File: config.mk
export PLATFORM = sky130hd
export DESIGN_NAME = gctr_counter_gen
export DESIGN_NICKNAME = d
export VERILOG_FILES = /design/src/rtl/gctr_counter_gen.sv
export SDC_FILE = /design/constraint.sdc
export NUM_CORES = 1
export LEC_CHECK = 0
export CAP_MARGIN = 30
export CORE_MARGIN = 5
export CORE_UTILIZATION = 25
export DETAILED_ROUTE_END_ITERATION = 10
export PLACE_DENSITY_LB_ADDON = 0.3
export SLEW_MARGIN = 20
export SYNTH_ARGS = -nofsm -noshare
export SYNTH_HDL_FRONTEND = slang
export SYNTH_SLANG_ARGS = --single-unit
File: constraint.sdc
create_clock -name i_clock -period 4 [get_ports i_clock]
set_input_delay 1.2 -clock i_clock [delete_from_list [all_inputs] [get_ports i_clock]]
set_output_delay 1.2 -clock i_clock [all_outputs]
set_load 0.01 [all_outputs]
File: src/rtl/gctr_counter_gen.sv
// AES-GCM counter-block sequencer: issues J0 once, then N incremented counter blocks
// over a valid/ready handshake. Every output comes straight from a flop.
module gctr_counter_gen #(
  parameter int unsigned NB_BLOCK = 128,
  parameter int unsigned NB_IV    = 96,
  parameter int unsigned NB_MODE  = 2,
  parameter int unsigned NB_LEN   = 16
) (
  input  logic                i_clock,
  input  logic                i_async_reset_n,
  input  logic                i_start,
  input  logic [NB_IV-1:0]    i_iv,
  input  logic                i_j0_sel,
  input  logic [NB_BLOCK-1:0] i_j0,
  input  logic [NB_LEN-1:0]   i_n_blocks,
  input  logic [NB_MODE-1:0]  i_rf_static_mode,
  input  logic                i_ready,
  output logic [NB_BLOCK-1:0] o_block,
  output logic                o_valid,
  output logic                o_is_j0,
  output logic                o_last,
  output logic                o_busy,
  output logic                o_done
);

  typedef enum logic [1:0] {StIdle, StSendJ0, StSendCtr, StDone} state_e;

  state_e              state_q, state_d;
  logic [NB_BLOCK-1:0] ctr_q, ctr_d;
  logic [NB_LEN-1:0]   rem_q, rem_d;
  logic                inc64_q, inc64_d;
  logic                valid_q, valid_d;
  logic                is_j0_q, is_j0_d;
  logic                last_q, last_d;
  logic                busy_q, busy_d;
  logic                done_q, done_d;

  logic                xfer;
  logic [NB_BLOCK-1:0] ctr_inc;

  assign xfer = valid_q & i_ready;

  // Carry never leaves the selected low field: bits above it are passed through untouched.
  always_comb begin
    ctr_inc = ctr_q;
    if (inc64_q) begin
      ctr_inc[63:0] = ctr_q[63:0] + 64'd1;
    end else begin
      ctr_inc[31:0] = ctr_q[31:0] + 32'd1;
    end
  end

  always_comb begin
    state_d = state_q;
    ctr_d   = ctr_q;
    rem_d   = rem_q;
    inc64_d = inc64_q;

    unique case (state_q)
      StIdle: begin
        if (i_start) begin
          ctr_d   = i_j0_sel ? i_j0 : {i_iv, 31'b0, 1'b1};
          rem_d   = i_n_blocks;
          inc64_d = (i_rf_static_mode != '0);
          state_d = StSendJ0;
        end
      end
      StSendJ0: begin
        if (xfer) begin
          if (rem_q == '0) begin
            state_d = StDone;
          end else begin
            ctr_d   = ctr_inc;
            state_d = StSendCtr;
          end
        end
      end
      StSendCtr: begin
        if (xfer) begin
          rem_d = rem_q - 1'b1;
          if (rem_q == NB_LEN'(1)) begin
            state_d = StDone;
          end else begin
            ctr_d = ctr_inc;
          end
        end
      end
      StDone: begin
        state_d = StIdle;
      end
      default: begin
        state_d = StIdle;
      end
    endcase

    // Output flags are precomputed from the next state so they leave the block registered.
    valid_d = (state_d == StSendJ0) || (state_d == StSendCtr);
    is_j0_d = (state_d == StSendJ0);
    last_d  = ((state_d == StSendJ0) && (rem_d == '0)) ||
              ((state_d == StSendCtr) && (rem_d == NB_LEN'(1)));
    busy_d  = (state_d != StIdle);
    done_d  = (state_d == StDone);
  end

  always_ff @(posedge i_clock or negedge i_async_reset_n) begin
    if (!i_async_reset_n) begin
      state_q <= StIdle;
      ctr_q   <= '0;
      rem_q   <= '0;
      inc64_q <= 1'b0;
      valid_q <= 1'b0;
      is_j0_q <= 1'b0;
      last_q  <= 1'b0;
      busy_q  <= 1'b0;
      done_q  <= 1'b0;
    end else begin
      state_q <= state_d;
      ctr_q   <= ctr_d;
      rem_q   <= rem_d;
      inc64_q <= inc64_d;
      valid_q <= valid_d;
      is_j0_q <= is_j0_d;
      last_q  <= last_d;
      busy_q  <= busy_d;
      done_q  <= done_d;
    end
  end

  assign o_block = ctr_q;
  assign o_valid = valid_q;
  assign o_is_j0 = is_j0_q;
  assign o_last  = last_q;
  assign o_busy  = busy_q;
  assign o_done  = done_q;

endmodule

Yosys cells after proc, flatten, opt, wreduce, memory -nomap -nowiden:

Index checks and enable logic that the tools add are counted.

* register bits after elaboration: 152
* output and inout port bits: 133
* input port bits: 247
* logic and storage cells: 60

* reduce and logical (&&, ||, !) cells: 13
* equality and inequality tests: 13
* $add $sub $neg: 3
* bitwise gates (word level): 3
* muxes and demuxes: 18

Operators by type and width (number)
* 128-bit case mux with 3 select lines: 1
* 128-bit two-way mux: 2
* 64-bit two-way mux: 4
* 64-bit by 1-bit adder with 64-bit output, second input constant: 1
* 32-bit two-way mux: 2
* 32-bit by 1-bit adder with 32-bit output, second input constant: 1
* 16-bit by 1-bit == test with 1-bit output, second input constant: 2
* 16-bit logical NOT: 2
* 16-bit two-way mux: 2
* 16-bit case mux with 2 select lines: 1
* 16-bit by 1-bit subtractor with 16-bit output, second input constant: 1
* 2-bit != test, second input constant: 5
* 2-bit == test, second input constant: 4
* 2-bit two-way mux: 4
* 2-bit case mux with 4 select lines: 1
* 6-bit AND reduction: 1
* 2-bit by 1-bit == test with 1-bit output, second input constant: 2
* 4-bit AND reduction: 1
* 2-bit nonzero test: 2
* 3-bit nonzero test: 1
* 1-bit logical AND: 2
* 2-bit logical NOT: 1
* 1-bit logical OR: 2
* 1-bit NOT: 2
* other kinds (3): 3

Logic depth before layout (Yosys ltp):

Gate-level depths: netlist (run 1).

* word-level depth: 7
* mapped depth: 12
* depth with buffers taken out: 11

Worst setup path after synthesis (run 1):

No wires, ideal clock.

* kind: input -> register
* start point: input port i_start
* end point: register last_q (netlist: o_last)
* path buffers: 2
* cell stages on the path: 8
* setup slack: 930 ps
* data arrival time: 2969 ps
* required time: 3899 ps
* setup time: 101 ps
* cell sequence: clkbuf_1 > buf_1 > mux2_2 > a22oi_1 > nand4_1 > nor4_1 > nand4_1 > nor4_1

* longest elaborated chain between the ends: 5
* elaborated cells on any way between the ends: 11
* those cells by class: 3 x eq/ne; 4 x mux; 4 x reduce/logical

RTL lines
* start, declared: line 11 `input logic i_start,`
* 16-bit two-way mux / 2-bit two-way mux (equally long branches): line 61 `if (i_start) begin`
* 16-bit case mux with 2 select lines / 2-bit case mux with 4 select lines (equally long branches): line 59 `unique case (state_q)`
* 16-bit by 1-bit == test with 1-bit output (tied with other cells): line 100 `((state_d == StSendCtr) && (rem_d == NB_LEN'(1)));`
* 1-bit logical AND, on equally long branches: line 100, 99
* 1-bit logical OR (*): line 99 `last_d = ((state_d == StSendJ0) && (rem_d == '0)) ||`
* via last_d: line 34 `logic last_q, last_d;`
* end signal, assigned: line 123 `last_q <= last_d;`
* end, declared: line 34

Mark *: on every way through the listed nets, which the timed path passes. The rest lies on a longest branch.
A chain may end at the register's enable or synchronous reset.

Worst setup path in the final report (run 1):

* start point: input port i_ready
* end point: register ctr_q[9] (netlist: o_block[9])

* longest elaborated chain between the ends: 3
* elaborated cells on any way between the ends: 4
* those cells by class: 2 x eq/ne; 1 x bitwise; 1 x reduce/logical

RTL lines
* start, declared: line 17 `input logic i_ready,`
* 1-bit bitwise AND (*): line 41 `assign xfer = valid_q & i_ready;`
* 2-bit != test (no line)
* 6-bit AND reduction (no line) (*)
* end signal, assigned: line 118 `ctr_q <= ctr_d;`
* end, declared: line 29 `logic [NB_BLOCK-1:0] ctr_q, ctr_d;`

Every way passes the cells marked *; elsewhere a longest branch is shown, timed or not.

==> out/qor.yml, run 1 <==
use_met3_pct: 5.48
startpoint: "i_ready"
report.final.hold_viol_count: 0
nNetsFinal: 1642
hold_path.class: "reg2reg"
path_buf_inv: 2
core_area_sq_um: 37700
synth_area_per_cell_sq_um: 9.26
ir_drop_mv: 0.546
status: "completed"
grt.met2_usage_pct: 32.4
firstDrtPassIters: 5
pin_count: 380
worst_skew_pair.late_latency_ns: 0.43
drtAntennaViolNets: 0
period_share_pct: 79.7
drt-wirelength-per-cell_um: 21.2
grt_start_max_net_pins: 89
synth_flop_cell: "dfrtp_1"
drive_gt1_share_pct: 7.73
worstSetupStartpointType: "input pin"
clock_sinks: 152
maxSlewHeadroom_pct: 37.3
synth-seq-cells: 152
async_flop_share_pct: 100
required_ns: 4.31
ys_top_cells_by_count: "dfrtp_1, nand2_1, mux2i_1"
hold_slack_ns: 0.474
setup_viol: 0
synthesis.instances: 1030
root_buffer: "clkbuf_16"
antenna_found_initial: 4
synth_top_area_share_pct: 39.9
synthesis.area_sq_um: 9540
ctsHoldBuffers: 0
cp_top_family: "compound AO/OA/AOI/OAI gates"
dp_hpwl_um: 31300
die_area_sq_um: 42200
cap_violations: 0
slowest_delay_ns: 0.53
use_met1_pct: 21.5
fin_setup_tns_ns: 0
leakage_nw: 5.77
worst_slew_pin_slew_ns: 0.940
post-cts-setup-buffers: 0
htree_levels: 4
synth.net_count: 1288
synth_top_area_cell: "dfrtp_1"
drtIter0Drc: 737
die_w_um: 205
clkTransAtPathRegs_ns: 0.06
finClkSkew_ns: 0.0186
cts_max_path_buffers: 2
post-synth-top-count-cell: "dfrtp_1"
grt_pass1_vias: 9582
synthTopCellsByArea: "dfrtp_1, mux2i_1, nand2_1"
rows: 71
crit_arrival_ns: 3.50
fin_crit_ns: 3.19
criticalPathCategory: "in2reg"
crit_path_max_fanout: 28
cts_resized: 0
min_from: "o_block[67]$_DFFE_PN0P_"
cp_cell_sequence: "clkdlybuf4s50_1 > and2_1 > o21ai_0 > a311o_2 > buf_4 > nor3_1 > a21o_1 > a221o_1"
seq_area_frac_synth_pct: 39.9
grt_overflow: 0
area_delta_synth_final_pct: 51.8
cts_tree: "built"
numPortBuffers: 379
drc: 0
initial_core_util_pct: 25.3
top_usage_layer: "met2"
fmax_ghz: 0.314
ys_warn_count: 0
routed-via-count: 9731
drt_wl_total_um: 40500
synth-edff-count: 0
maxSlewViolCount: 0
rrSetupSlack_ns: 0.90
synth_cell_type_count: 74
avgViaCountPerCell: 5.10
place_congestion: 0.869
r2r-start: "rem_q[4]$_DFF_PN0_"
crit_slowest_cell: "clkdlybuf4s50_1"
die_y_um: 205
grt_pass1_wl_um: 59200
power_density_nw_per_um2: 791
cts_buffers: 17
rsz0062_at_grt: "no"
grt_usage_pct: 18.3
worst_setup_path_end_kind: "register"
-- cell type report --
class	instances	area [sq um]
Fill cell	3826	23200
Multi-Input combinational cell	785	5350
Timing Repair Buffer	407	4030
Sequential cell	152	3800
Tap cell	511	639
Clock buffer	18	439
Clock inverter	14	134
Inverter	21	78.8
Antenna cell	1	2.50
-- cells by family (layout without fill, tap and decap cells) --
group                      count (synthesis)  count (layout)  share of synthesized area [%]
DFF                                      152             152                           39.9
AOI/OAI and AO/OA                        267             267                           20.1
other                                      0               1                              0
muxes                                    129             129                           13.8
xor gates and xnor gates                   5               5                          0.459
adders and majority gates                 11              11                           1.44
and+or+nand+nor                          373             373                           19.9
buffers and inverters                     93             460                           4.38
-- metrics by stage --
step	utilization (%)	instance area [sq um]	setup WS [ns]	power [mW]	std cells
2_1_floorplan	-	9540	0.930	6.85	1030
6_report	38.5	14500	0.812	11.5	1909
3_3_place_gp	36.9	13900	0.433	9.77	1876
5_1_grt	38.5	14500	0.637	12.3	1909
3_5_place_dp	36.9	13900	0.417	9.89	1876
4_1_cts	38.4	14500	0.877	11.6	1908
-- layout by cell type, fill, tap and decap left out, types with 20 or more instances in the layout --
cell and count:
a21oi_1 34, a22oi_1 27, buf_4 26, clkdlybuf4s50_1 377, dfrtp_1 152, inv_1 20, mux2_2 23, mux2i_1 106
nand2_1 137, nand3_1 38, nand4_1 22, nor2_1 50, nor3_1 28, nor4_1 21, o21ai_0 43, o31ai_1 68
-- sequential cells by signal (all words and copies together), names as in the netlist --
register	count
rem_q	16
o_done	1
inc64_q	1
state_q	2
o_last	1
o_busy	1
o_is_j0	1
o_valid	1
o_block	128
-- where the power goes --
group | internal (mW) | switching (mW) | total [mW] | leakage (nW)
clock | 0.890 | 0.736 | 1.63 | 0.285
combinational | 2.96 | 3.57 | 6.53 | 3.60
sequential | 2.36 | 0.929 | 3.29 | 1.88
total | 6.22 | 5.24 | 11.5 | 5.77
-- path summary, 6_finish.rpt --
| check | to | cells past startpoint |
|---|---|---|
| max | o_block[9]$_DFFE_PN0P_ | 8 |
| min | o_block[67]$_DFFE_PN0P_ | 2 |
| max reg2reg | o_block[55]$_DFFE_PN0P_ | 6 |
| min reg2reg | o_block[67]$_DFFE_PN0P_ | 2 |
| max in group asynchronous | o_block[56]$_DFFE_PN0P_ | 2 |
| min in group asynchronous | o_block[122]$_DFFE_PN0P_ | 1 |
-- tightest hold or removal path, stage by stage, from the launching register on --
cell and delay, ns:
dfrtp_1 0.34, nand2_1 0.05, o31ai_1 0.05
-- layer usage --
layer	vias up	part of all wire [%]
met2	326	51
met1	4741	39
met3	39	8.2
met4	6	1.9
li1	4619	-
met5	-	0.084
Power figures use the tool's default switching activity.
==> run 2: changes to the inputs <==
==> constraint.sdc (replaced) <==
create_clock -name i_clock -period 2.58 [get_ports i_clock]
set_input_delay 0.774 -clock i_clock [delete_from_list [all_inputs] [get_ports i_clock]]
set_output_delay 0.774 -clock i_clock [all_outputs]
set_load 0.01 [all_outputs]
==> run 2 against run 1 <==
Via count grew 5.8%; largest power group unchanged; first-iteration DRC count fell by 18%; largest cell class unchanged; flip-flop and latch count unchanged.
==> out/qor.yml, run 2 (synthesis gave the netlist of run 1 again) <==
root_buffer: "clkbuf_16"
clock_sinks: 152  # unchanged
post-place-cells: 1987  # +5.9%
regToRegEndpoint: "o_block[54]$_DFFE_PN0P_"
die_y_um: 205  # unchanged
fin_setup_tns_ns: 0  # unchanged
ctsHoldBuffers: 0  # unchanged
avgViaCountPerCell: 5.10  # about the same
drt_wl_total_um: 41600  # +2.7%
wl_met3_um: 3430  # +4.0%
drt-wirelength-per-cell_um: 20.6  # -3.0%
multi_input_area_sq_um: 5420  # +1.2%
report.final.hold_viol_count: 0  # unchanged
criticalPathCategory: "reg2reg"
fin_area_sq_um: 15500  # +6.9%
routed-via-count: 10300  # +5.8%
cap_violations: 0  # unchanged
rrSetupSlack_ns: 0.06  # -0.84 ns
maxSlewHeadroom_pct: 64.7  # +27 points
met1Wirelength_um: 16100  # +1.5%
maxSlewViolCount: 0  # unchanged
mostFrequentLayoutCell: "clkdlybuf4s50_1"
initial_core_util_pct: 25.3  # unchanged
grt_pass1_vias: 10187  # +6.3%
firstDrtPassIters: 5  # unchanged
worst_setup_path_end_kind: "register"
p_comb_share_pct: 62.7  # +5.6 points
rows: 71  # unchanged
worst_skew_pair.late_latency_ns: 0.43  # about the same
core_area_sq_um: 37700  # unchanged
r2r_cells: 8  # +2
crit_path_max_fanout: 13  # -54%
fmax_ghz: 0.397
p_sw_share_pct: 43.6  # -2.1 points
leakage_nw: 6.35  # +10%
fin_crit_ns: 2.52
numPortBuffers: 379  # unchanged
maxUsedRoutingLayer: "met5"
worstSetupStartpointType: "register"
drive_gt1_share_pct: 15.2  # +7.4 points
cts_max_path_buffers: 2  # unchanged
hold_path.class: "in2async"
die_w_um: 205  # unchanged
final_cell_mix: "clkdlybuf4s50_1, dfrtp_1, nand2_1"
grt_start_max_net_pins: 101  # +13%
cts_tree: "built"
setup_viol: 0  # unchanged
place_area_sq_um: 14900  # +6.8%
grt_pass1_wl_um: 61600  # +4.1%
intPower_mw: 10.9  # +75%
crit_arrival_ns: 2.82  # -0.68 ns
crit_slowest_cell: "or4_4"
required_ns: 2.88  # -1.43 ns
clkPwrFrac_pct: 12.3  # -1.9 points
period_share_pct: 97.5
wl_met2_um: 20900  # +1.8%
seq_power_share_pct: 25.0  # -3.7 points
dp_hpwl_um: 32600  # +4.1%
slowest_delay_ns: 0.57  # +0.04 ns
pin_count: 380  # unchanged
finClkSkew_ns: 0.0118  # -0.00674 ns
p_switching_mw: 8.42  # +61%
final_cell_count_no_fill: 2021  # +5.9%
cts_buffers: 17  # unchanged
hold_slack_ns: 0.278  # -0.196 ns
regArea_sq_um: 3800  # unchanged
power_density_nw_per_um2: 1250  # +58%
htree_levels: 4  # unchanged
grt_overflow: 0  # unchanged
die_area_sq_um: 42200  # unchanged
antenna_found_initial: 2  # -2
grt_usage_pct: 18.9  # +0.67 points
fillCellCount: 3754  # -1.9%
worst_slew_pin_slew_ns: 0.525  # -0.415 ns
status: "completed"
drtAntennaViolNets: 0  # unchanged
drc: 0  # unchanged
place_congestion: 0.888  # +2.2%
nNetsFinal: 1754  # +6.8%
ir_drop_mv: 0.866  # +58%
area_delta_synth_final_pct: 62.2
drtIter0Drc: 604  # -18%
r2r-start: "rem_q[13]$_DFF_PN0_"
clkTransAtPathRegs_ns: 0.06  # about the same
cp_cell_sequence: "or4_4 > or2_4 > o31ai_4 > buf_12 > buf_4 > nor2_1 > mux2i_1 > o221ai_1"
rsz0062_at_grt: "no"
largest_reg_flops: 128  # unchanged
==> run 2: cell count changes in the layout (fill, tap and decap cells not counted), moves of 3 or more <==
cell / before / now
nor4_1: 21 / 18
clkbuf_1: 0 / 4
buf_12: 2 / 11
inv_6: 7 / 1
nor4_2: 1 / 4
buf_4: 26 / 127
==> run 2: power by group through the flow <==
stage	clock [mW]	sequential, mW	combinational [mW]
3_3_place_gp	0	4.82	11.9
4_1_cts	2.46	4.82	12.1
2_1_floorplan	0	5.22	5.41
6_report	2.37	4.83	12.1
5_1_grt	2.55	5.01	13.2
3_5_place_dp	0	4.85	12.0
==> run 2: metal layers <==
metal | vias to the layer above | track usage, %
met5 | - | 0
met4 | 2 | 6.51
met3 | 57 | 5.01
met2 | 415 | 33.5
met1 | 4974 | 22.2
li1 | 4852 | -
==> run 2: through the flow <==
step	utilization (%)	total power, mW	setup WS (ns)
final	41.1	19.3	0.0642
after global routing	41.1	20.7	0.00511
after CTS	40.9	19.4	0.00469
after detailed placement	39.4	16.9	-0.494
after global placement	39.4	16.7	-0.442
after floorplan	-	10.6	0.0394
==> run 2: final cells by class <==
class                   count  share of cell area, %
diodes                      1                 0.0162
clock inverters            11                  0.647
inverters                  21                  0.509
repair buffers            519                   32.3
clock buffers              21                   2.85
flip-flops and latches    152                   24.6
multi-input cells         785                   35.0
well taps                 511                   4.13
==> run 2: timing repair <==
action / in CTS / in global routing
setup endpoints to repair: 1 / 49
buffers inserted: 0 / 1
pin swaps: 0 / 6
resized for setup: 1 / 19
==> run 2: how the worst max path moves through the flow <==
| stage | start | endpoint | slack (ns) | cells after the start |
|---|---|---|---|---|
| after CTS | i_start | o_last$_DFF_PN0_ | 0.005 | 8 |
| after global placement | i_ready | o_last$_DFF_PN0_ | -0.44 | 8 |
| final | rem_q[13]$_DFF_PN0_ | o_block[54]$_DFFE_PN0P_ | 0.06 | 8 |
| after floorplan | state_q[1]$_DFF_PN0_ | o_last$_DFF_PN0_ | 0.04 | 12 |
| after detailed placement | i_ready | o_last$_DFF_PN0_ | -0.49 | 8 |
| after global routing | o_block[11]$_DFFE_PN0P_ | o_block[39]$_DFFE_PN0P_ | 0.005 | 6 |
==> run 2: worst max-delay path: cells and delay by family (launching register included) <==
kind	cells	cell delay (ns)
multiplexers	1	0.22
AND/OR/NAND/NOR	3	0.89
buffers and inverters	2	0.33
flip-flops	1	0.38
AO/OA/AOI/OAI	2	0.56
